`src/rtl/motor_pkg.sv`:
```
// motor_pkg: shared widths, opcodes, FSM states and command layout for the motor sequencer
package motor_pkg;
  localparam int PWR_W = 7;
  localparam int DUR_W = 8;
  typedef enum logic [7:0] {
    OP_STOP   = 8'h00,
    OP_FWD    = 8'h01,
    OP_REV    = 8'h02,
    OP_SPIN_L = 8'h03,
    OP_SPIN_R = 8'h04
  } op_t;
  typedef enum logic [1:0] {S_IDLE, S_LOAD, S_RUN, S_DONE} state_t;
  typedef struct packed {
    logic [7:0]       op;
    logic [7:0]       pwr;
    logic [DUR_W-1:0] dur;
  } cmd_t;
endpackage

```
`src/rtl/cmd_fifo.sv`:
```
// cmd_fifo: synchronous command queue with flush, full/empty flags and occupancy count
module cmd_fifo #(
  parameter int DEPTH = 4,
  parameter int W = 24
) (
  input  logic                       clk,
  input  logic                       reset,
  input  logic                       flush,
  input  logic                       push,
  input  logic                       pop,
  input  logic [W-1:0]               din,
  output logic [W-1:0]               dout,
  output logic                       full,
  output logic                       empty,
  output logic [$clog2(DEPTH):0]     count
);
  localparam int AW = $clog2(DEPTH);
  logic [W-1:0] mem [DEPTH];
  logic [AW-1:0] wp, rp;
  logic do_push, do_pop;
  assign full = count == (AW+1)'(DEPTH);
  assign empty = count == '0;
  assign do_push = push && !full;
  assign do_pop = pop && !empty;
  assign dout = mem[rp];
  always_ff @(posedge clk)
    if (do_push) mem[wp] <= din;
  always_ff @(posedge clk) begin
    if (reset || flush) begin
      wp <= '0;
      rp <= '0;
      count <= '0;
    end else begin
      wp <= do_push ? wp + 1'b1 : wp;
      rp <= do_pop ? rp + 1'b1 : rp;
      count <= count + (AW+1)'(do_push) - (AW+1)'(do_pop);
    end
  end
endmodule

```
`src/rtl/motor_cmd_sequencer.sv`:
```
// motor_cmd_sequencer: queued timed drive-command executor; define MOTOR_RAMP_EN for a 1-per-tick power ramp
module motor_cmd_sequencer
  import motor_pkg::*;
#(
  parameter int PRESCALE = 1000,
  parameter int FIFO_DEPTH = 4
) (
  input  logic             clk,
  input  logic             reset,
  input  logic             cmd_valid,
  output logic             cmd_ready,
  input  logic [7:0]       cmd1,
  input  logic [7:0]       cmd2,
  input  logic [7:0]       cmd3,
  input  logic             abort,
  output logic [PWR_W-1:0] pwr_left,
  output logic [PWR_W-1:0] pwr_right,
  output logic             dir_left,
  output logic             dir_right,
  output logic             busy,
  output logic             cmd_done,
  output logic             bad_op
);
  localparam int PW = $clog2(PRESCALE);
  localparam int CW = $clog2(FIFO_DEPTH) + 1;
  state_t state, nxt;
  cmd_t head;
  logic full, empty;
  logic [CW-1:0] count;
  logic [7:0] op;
  logic [PWR_W-1:0] pwr, lvl;
  logic [DUR_W-1:0] rem;
  logic [PW-1:0] pre;
  logic run, mov, wrap, unused_ok;
  cmd_fifo #(.DEPTH(FIFO_DEPTH), .W($bits(cmd_t))) u_fifo (
    .clk   (clk),
    .reset (reset),
    .flush (abort),
    .push  (cmd_valid && !abort),
    .pop   (state == S_LOAD),
    .din   ({cmd1, cmd2, cmd3}),
    .dout  (head),
    .full  (full),
    .empty (empty),
    .count (count)
  );
  assign unused_ok = ^{head.pwr[7], count};
  assign wrap = pre == PW'(PRESCALE - 1);
  assign run = state == S_RUN;
  assign mov = op inside {OP_FWD, OP_REV, OP_SPIN_L, OP_SPIN_R};
  always_comb begin
    nxt = abort ? S_IDLE
        : state == S_LOAD ? (head.dur == '0 ? S_DONE : S_RUN)
        : state == S_RUN ? ((wrap && rem == DUR_W'(1)) ? S_DONE : S_RUN)
        : empty ? S_IDLE : S_LOAD;
  end
  always_ff @(posedge clk) begin
    if (reset) begin
      state <= S_IDLE;
      op <= '0;
      pwr <= '0;
      rem <= '0;
      pre <= '0;
      bad_op <= 1'b0;
    end else begin
      state <= nxt;
      if (state == S_LOAD && !abort) begin
        op <= head.op;
        pwr <= head.pwr[PWR_W-1:0];
        rem <= head.dur;
        pre <= '0;
        bad_op <= bad_op || (head.op > OP_SPIN_R);
      end else if (run) begin
        pre <= wrap ? '0 : pre + 1'b1;
        rem <= wrap ? rem - 1'b1 : rem;
      end
    end
  end
`ifdef MOTOR_RAMP_EN
  logic [PWR_W-1:0] ramp;
  always_ff @(posedge clk) begin
    if (reset || state == S_LOAD) ramp <= '0;
    else if (run && wrap && ramp < pwr) ramp <= ramp + 1'b1;
  end
  assign lvl = ramp;
`else
  assign lvl = pwr;
`endif
  assign pwr_left = (run && mov) ? lvl : '0;
  assign pwr_right = (run && mov) ? lvl : '0;
  assign dir_left = !(run && (op == OP_REV || op == OP_SPIN_L));
  assign dir_right = !(run && (op == OP_REV || op == OP_SPIN_R));
  assign busy = state != S_IDLE;
  assign cmd_done = state == S_DONE;
  assign cmd_ready = !full;
endmodule

```
`config.mk`:
```
export PLATFORM = sky130hd
export DESIGN_NAME = motor_cmd_sequencer
export DESIGN_NICKNAME = d
export VERILOG_FILES = /design/src/rtl/motor_pkg.sv /design/src/rtl/cmd_fifo.sv /design/src/rtl/motor_cmd_sequencer.sv
export SDC_FILE = /design/constraint.sdc
export NUM_CORES = 1
export LEC_CHECK = 0
export CAP_MARGIN = 20
export CORE_MARGIN = 4
export CORE_UTILIZATION = 45
export DETAILED_ROUTE_END_ITERATION = 12
export GPL_ROUTABILITY_DRIVEN = 0
export GPL_TIMING_DRIVEN = 1
export PLACE_DENSITY_LB_ADDON = 0.25
export SYNTH_ARGS = -nofsm -noshare
export SYNTH_HDL_FRONTEND = slang
export SYNTH_SLANG_ARGS = --single-unit
```
`constraint.sdc`:
```
create_clock -name clk -period 6.3 [get_ports clk]
set_input_delay 0.63 -clock clk [delete_from_list [all_inputs] [get_ports clk]]
set_output_delay 0.63 -clock clk [all_outputs]
set_load 0.005 [all_outputs]
```
======== Yosys cells after proc, flatten, opt, wreduce, memory -nomap -nowiden ========
Memories as Yosys holds them, arrays and structs flattened. A register that Yosys moved wholly into a read port is not among the register bits.
Index checks and enable logic that the tools add are counted.
operators by class
  add/sub/neg operators ................... 6
  magnitude comparators ................... 1
  equality and inequality tests ........... 10
  multiplexer cells ....................... 14
  reduce and logical (&&, ||, !) cells .... 26
operators by type and width
  operator                                              number
  2-to-1 mux 8 bit                                      3
  equality test 8 x 1 -> 1 bit (second input constant)  2
  equality test 8 x 2 -> 1 bit (second input constant)  2
  adder 10 x 1 -> 10 bit (second input constant)        1
  equality test 10 bit (second input constant)          1
  2-to-1 mux 10 bit                                     1
  equality test 8 x 3 -> 1 bit (second input constant)  1
  > comparator 8 x 3 -> 1 bit (second input constant)   1
  logical AND 1 bit                                     8
  logical NOT 8 bit                                     1
  2-to-1 mux 2 bit                                      4
  subtractor 8 x 1 -> 8 bit (second input constant)     1
  2-to-1 mux 7 bit                                      1
  nonzero test 2 bit                                    3
  logical NOT 1 bit                                     5
  2-to-1 mux 1 bit                                      5
  adder 2 x 1 -> 2 bit (second input constant)          2
  equality test 2 bit (second input constant)           2
  logical OR 1 bit                                      4
  nonzero test 4 bit                                    1
  OR reduction 2 bit                                    2
  adder 3 x 1 -> 3 bit                                  1
  equality test 3 bit (second input constant)           1
  logical NOT 3 bit                                     1
  3 further kinds                                       3
storage, ports and cells
  bits in registers ....................... 43
  RAM bits ................................ 96
  bits of input ports ..................... 28
  output and inout bits ................... 20
  word-level logic and storage cells ...... 67
  memories ................................ 1
memory list
  name        depth  width  read ports  clocked after memory_dff  wr ports  line            source
  u_fifo.mem  4      24     1           1                         1         cmd_fifo.sv:18  logic [W-1:0] mem [DEPTH];

======== Logic depth before layout (Yosys ltp) ========
  depth after elaboration ................. 5
  depth in mapped cells ................... 10
  depth with buffers taken out ............ 10

======== Hierarchy ========
A second synthesis with hierarchy kept.
unflattened totals
  cells, all modules ...................... 395
  area, all modules ....................... 5723.0 um^2
modules (own cells, without submodules)
  module               times used  cells each  area an instance (um^2)  sequential area each (um^2)
  cmd_fifo             1           176         3947.5                   3062.9
  motor_cmd_sequencer  1           219         1775.5                   720.7

======== Worst setup path before layout ========
No wires, ideal clock.
  path kind ............................... reg2reg
  start ................................... reg u_fifo.count[2]
  end ..................................... reg u_fifo.count[2]
  library setup time ...................... 0.122 ns
  arrival time ............................ 1.965 ns
  data required time ...................... 6.178 ns
  slack ................................... 4.212 ns
  cell stages (with the launch flop) ...... 9
  buffers on the path ..................... 0
  period minus slack after synthesis ...... 2.088 ns
  path through ............................ dfxtp_1 or3b_2 nand2_1 nor2_1 ha_1 fa_1 xnor2_1 xnor2_1 nor2_1
between the ends
  cells in the longest elaborated chain, start to end .. 5
  elaborated cells on any way between the ends .. 8
  classes of those cells .................. add/sub (2); eq/ne (1); reduce/logical (5)
ends and longest elaborated chain
  item                       line                       source
  start, declared            cmd_fifo.sv:15             output logic [$clog2(DEPTH):0] count
  start signal, assigned     cmd_fifo.sv:36             count <= count + (AW+1)'(do_push) - (AW+1)'(do_pop);
  equality test 3 bit        cmd_fifo.sv:21             assign full = count == (AW+1)'(DEPTH);
  logical NOT 1 bit          --
  via cmd_ready              motor_cmd_sequencer.sv:11  output logic cmd_ready,
  logical AND 1 bit          cmd_fifo.sv:23             assign do_push = push && !full;
  via u_fifo.do_push         cmd_fifo.sv:20             logic do_push, do_pop;
  adder 3 x 1 -> 3 bit       cmd_fifo.sv:36
  subtractor 3 x 1 -> 3 bit  cmd_fifo.sv:36
The timed path passes the listed nets, and every way through them passes these cells.
A chain may end at the register's enable or synchronous reset.

======== Worst setup path after layout ========
  start ................................... reg state[0]
  end ..................................... out pwr_left[6]
between the ends
  cells in the longest elaborated chain, start to end .. 3
ends and longest elaborated chain
  item                    line                       source
  start, declared         motor_cmd_sequencer.sv:26  state_t state, nxt;
  start signal, assigned  motor_cmd_sequencer.sv:66  state <= nxt;
  equality test 2 bit     motor_cmd_sequencer.sv:49  assign run = state == S_RUN;
  logical AND 1 bit       motor_cmd_sequencer.sv:89  assign pwr_left = (run && mov) ? lvl : '0;
  2-to-1 mux 7 bit        motor_cmd_sequencer.sv:89
  end, declared           motor_cmd_sequencer.sv:16  output logic [PWR_W-1:0] pwr_left,
Every way passes these cells.

==> metrics.md <==
| Metric | Value |
|---|---|
| Crit path largest cell delay | `about 0.53 ns` |
| First-pass GRT wire length | `16.9 mm` |
| Delay-heaviest family, CP | `simple AND/OR/NAND/NOR gates` |
| Post-route DRC | `0` |
| Wire length per cell | `16.5 um` |
| Critical path's slowest cell | `clkdlybuf4s50_1` |
| Sequential share of power | `0.468` |
| Slew @ Worst Pin | `0.547 ns` |
| Sw Ratio | `0.186` |
| P_int | `0.00170 W` |
| Drt total wl | `10.2 mm` |
| Die Ht | `between 100 and 150 um` |
| Cells after synthesis | `388` |
| Final worst path period need | `~3.1 ns` |
| Most common cell in the netlist | `edfxtp_1` |
| TritonCTS Buffers | `17` |
| Status | `finished clean` |
| Final period util | `0.492` |
| Slew headroom | `0.632` |
| Initial antenna violation count | `0` |
| Sequential fraction of the synthesis area | `0.652` |
| Final nets | `481` |
| Max Cap Violations | `0` |
| PwrDens | `305 nW/um^2` |
| Post-synth net total | `430` |
| CTS tree | `done` |
| Max Clk Rate | `around 320 MHz` |
| Ys Warns | `0` |
| Layout area overhead | `21.9%` |
| Tot GR Track Use | `0.156` |
| Die X | `120 um` |
| Cell Area, Synth | `about 5600 sq um` |
| Root Buffer | `clkbuf_16` |
| Post-synth cell types | `45` |
| Top cell type by total area after synthesis | `edfxtp_1` |
| DP Area | `between 6000 and 7000 sq um` |
| Post-synth top area share | `0.491` |
| Worst-Skew Late Latency | `0.41 ns` |
| Final Max Tran Viols | `0` |
| Max Root-Sink Buffers | `2` |
| Vias in the first global route | `3346` |
| Maximum fanout along the worst path | `8` |
| CP endpoint kind | `output port` |
| Crit-path cells | `inv_1 > ha_1 > nand3b_1 > nor2_1 > and2_1 > clkdlybuf4s50_1` |
| EDFF count, synth | `92` |
| Via count | `roughly 3200` |
| Initial DRC count | `140` |
| Hpwl dp | `between 6 and 7 mm` |
| Post-CTS Setup Inserts | `0` |
| Worst VDD drop | `roughly 0.26 mV` |
| Pre-CTS WS | `3.63 ns` |
| FILL cells | `approximately 980` |
| Crit Path Class | `reg2out` |
| Final ANT Viol Nets | `0` |
| Most instantiated cells after synthesis | `92 x edfxtp_1, 45 x dfxtp_1, 40 x nand2_1` |
| Top FF cell, synth | `edfxtp_1` |
| Vias per Instance | `5.14` |
| Cell Rows | `40` |
| Core ar. | `12100 sq um` |
| Syn Area/Cell | `14.5 sq um` |
| Hold_buf cts | `0` |
| Proportion of layout cells with a drive suffix above 1 | `0.137` |
| Worst hold path class | `reg2reg` |
| Clk_skew | `0.00446 ns` |
| Ports | `48` |
| Share of total power in the clock network | `0.502` |
| Setup violators final | `0` |
| Final Hold Viols | `0` |
| Final Cell Area | `6850 sq um` |
| Logic pwr share | `0.030` |
| DRT Pass-1 Iters | `5` |
| Post_cts resized | `0` |
| Bufs and invs on worst path | `2` |
| Seq cells post-synth | `137` |
| Clock slew at reported path FFs | `0.05 ns` |
| IO buf count | `46` |
| Worst EP arrival | `between 2 and 2.5 ns` |
| Worst Setup Start Kind | `register` |
| Leak | `about 2.3 nW` |
| Clock sink count | `137` |
| Final WS setup | `3.20 ns` |
| Ant diodes | `0` |
| Ranking of synthesized cells by area | `edfxtp_1 49%, dfxtp_1 16%, mux4_1 5.1%` |
| Synth async-reset ratio | `0` |
| Net Switching | `between 0.0003 and 0.0004 W` |
| # H-tree levels | `4` |
| RSZ-0062 raised after global routing | `no` |
| Die area | `about 14000 sq um` |
| Overflow left after global routing | `0` |
| Initial core utilization | `0.464` |
| Total negative slack | `0 ns` |
| Largest net degree at the start of global routing | `32` |
| Required @ worst endpoint | `roughly 5.7 ns` |
layer usage:
metal	up-vias	GRT usage	wire length [um]
met1	1572	0.181	4420
met4	0	0.0744	179
li1	1542	-	-
met5	-	0	0
met2	55	0.265	5230
met3	15	0.0452	387
sequential cells by signal (all words and copies together), names as in the netlist, named ones only:
signal / flops
bad_op: 1
lvl: 7
op: 8
pre: 10
rem: 8
state: 2
u_fifo.count: 3
u_fifo.mem: 92
u_fifo.rp: 2
u_fifo.wp: 2
stage by stage:
stage,total power (W),util,hold slack (ns),std cells
floorplan,0.00102,-,0.431,388
finish,0.00209,0.566,0.450,620
global placement,0.00105,0.511,0.437,587
global route,0.00216,0.566,0.485,620
CTS,0.00211,0.564,0.449,619
detailed placement,0.00106,0.511,0.443,587
layout make-up:
cell class | count | area, sq um | area share
clock buffer | 17 | 425 | 0.0621
tap | 168 | 210 | 0.0307
inverter | 11 | 41.3 | 0.00603
multi-input combinational | 217 | 1760 | 0.257
clock inverter | 15 | 206 | 0.0301
timing repair buffer | 55 | 548 | 0.0800
sequential | 137 | 3660 | 0.535
cell families (layout without fill, tap and decap cells):
| kind of cell | count (synthesis) | in the layout | synth area share |
|---|---|---|---|
| DFF | 137 | 137 | 0.652 |
| and+or+nand+nor | 124 | 124 | 0.110 |
| AOI/OAI and AO/OA | 37 | 37 | 0.0409 |
| buffers and inverters | 34 | 98 | 0.0358 |
| muxes | 24 | 24 | 0.101 |
| xor gates and xnor gates | 18 | 18 | 0.0280 |
| adders and majority gates | 14 | 14 | 0.0325 |
power groups by stage:
| stage | registers (W) | logic, W | clock network (W) |
|---|---|---|---|
| after floorplan | 0.000995 | 0.0000286 | 0 |
| after global placement | 0.000995 | 0.0000589 | 0 |
| after detailed placement | 0.000996 | 0.0000610 | 0 |
| after CTS | 0.000978 | 0.0000611 | 0.00107 |
| after global routing | 0.000978 | 0.0000687 | 0.00111 |
| final | 0.000978 | 0.0000619 | 0.00105 |
worst min-delay path, delay by kind of cell, from the launching register on:
| family | cells | cell delay, ns |
|---|---|---|
| AND/OR/NAND/NOR | 1 | 0.05 |
| flip-flops | 1 | 0.30 |
| AO/OA/AOI/OAI | 1 | 0.05 |
path summary, 6_finish.rpt:
path / startpoint / end / slack [ns] / depth (start not counted)
max reg2reg: register / state[0] / 4.04 / 5
min: op[7] / op[7] / 0.45 / 2
max: state[0] / pwr_left[6] / 3.20 / 6
min reg2reg: op[7] / op[7] / 0.45 / 2
cell usage in the layout, fill, tap and decap left out, types with 13 or more instances in the layout:
cell type	count
a21oi_1	17
and2_1	14
clkbuf_16	17
clkdlybuf4s50_1	46
dfxtp_1	45
edfxtp_1	92
ha_1	13
nand2_1	40
nor2_1	32
xnor2_1	13
Power figures use the tool's default switching activity.
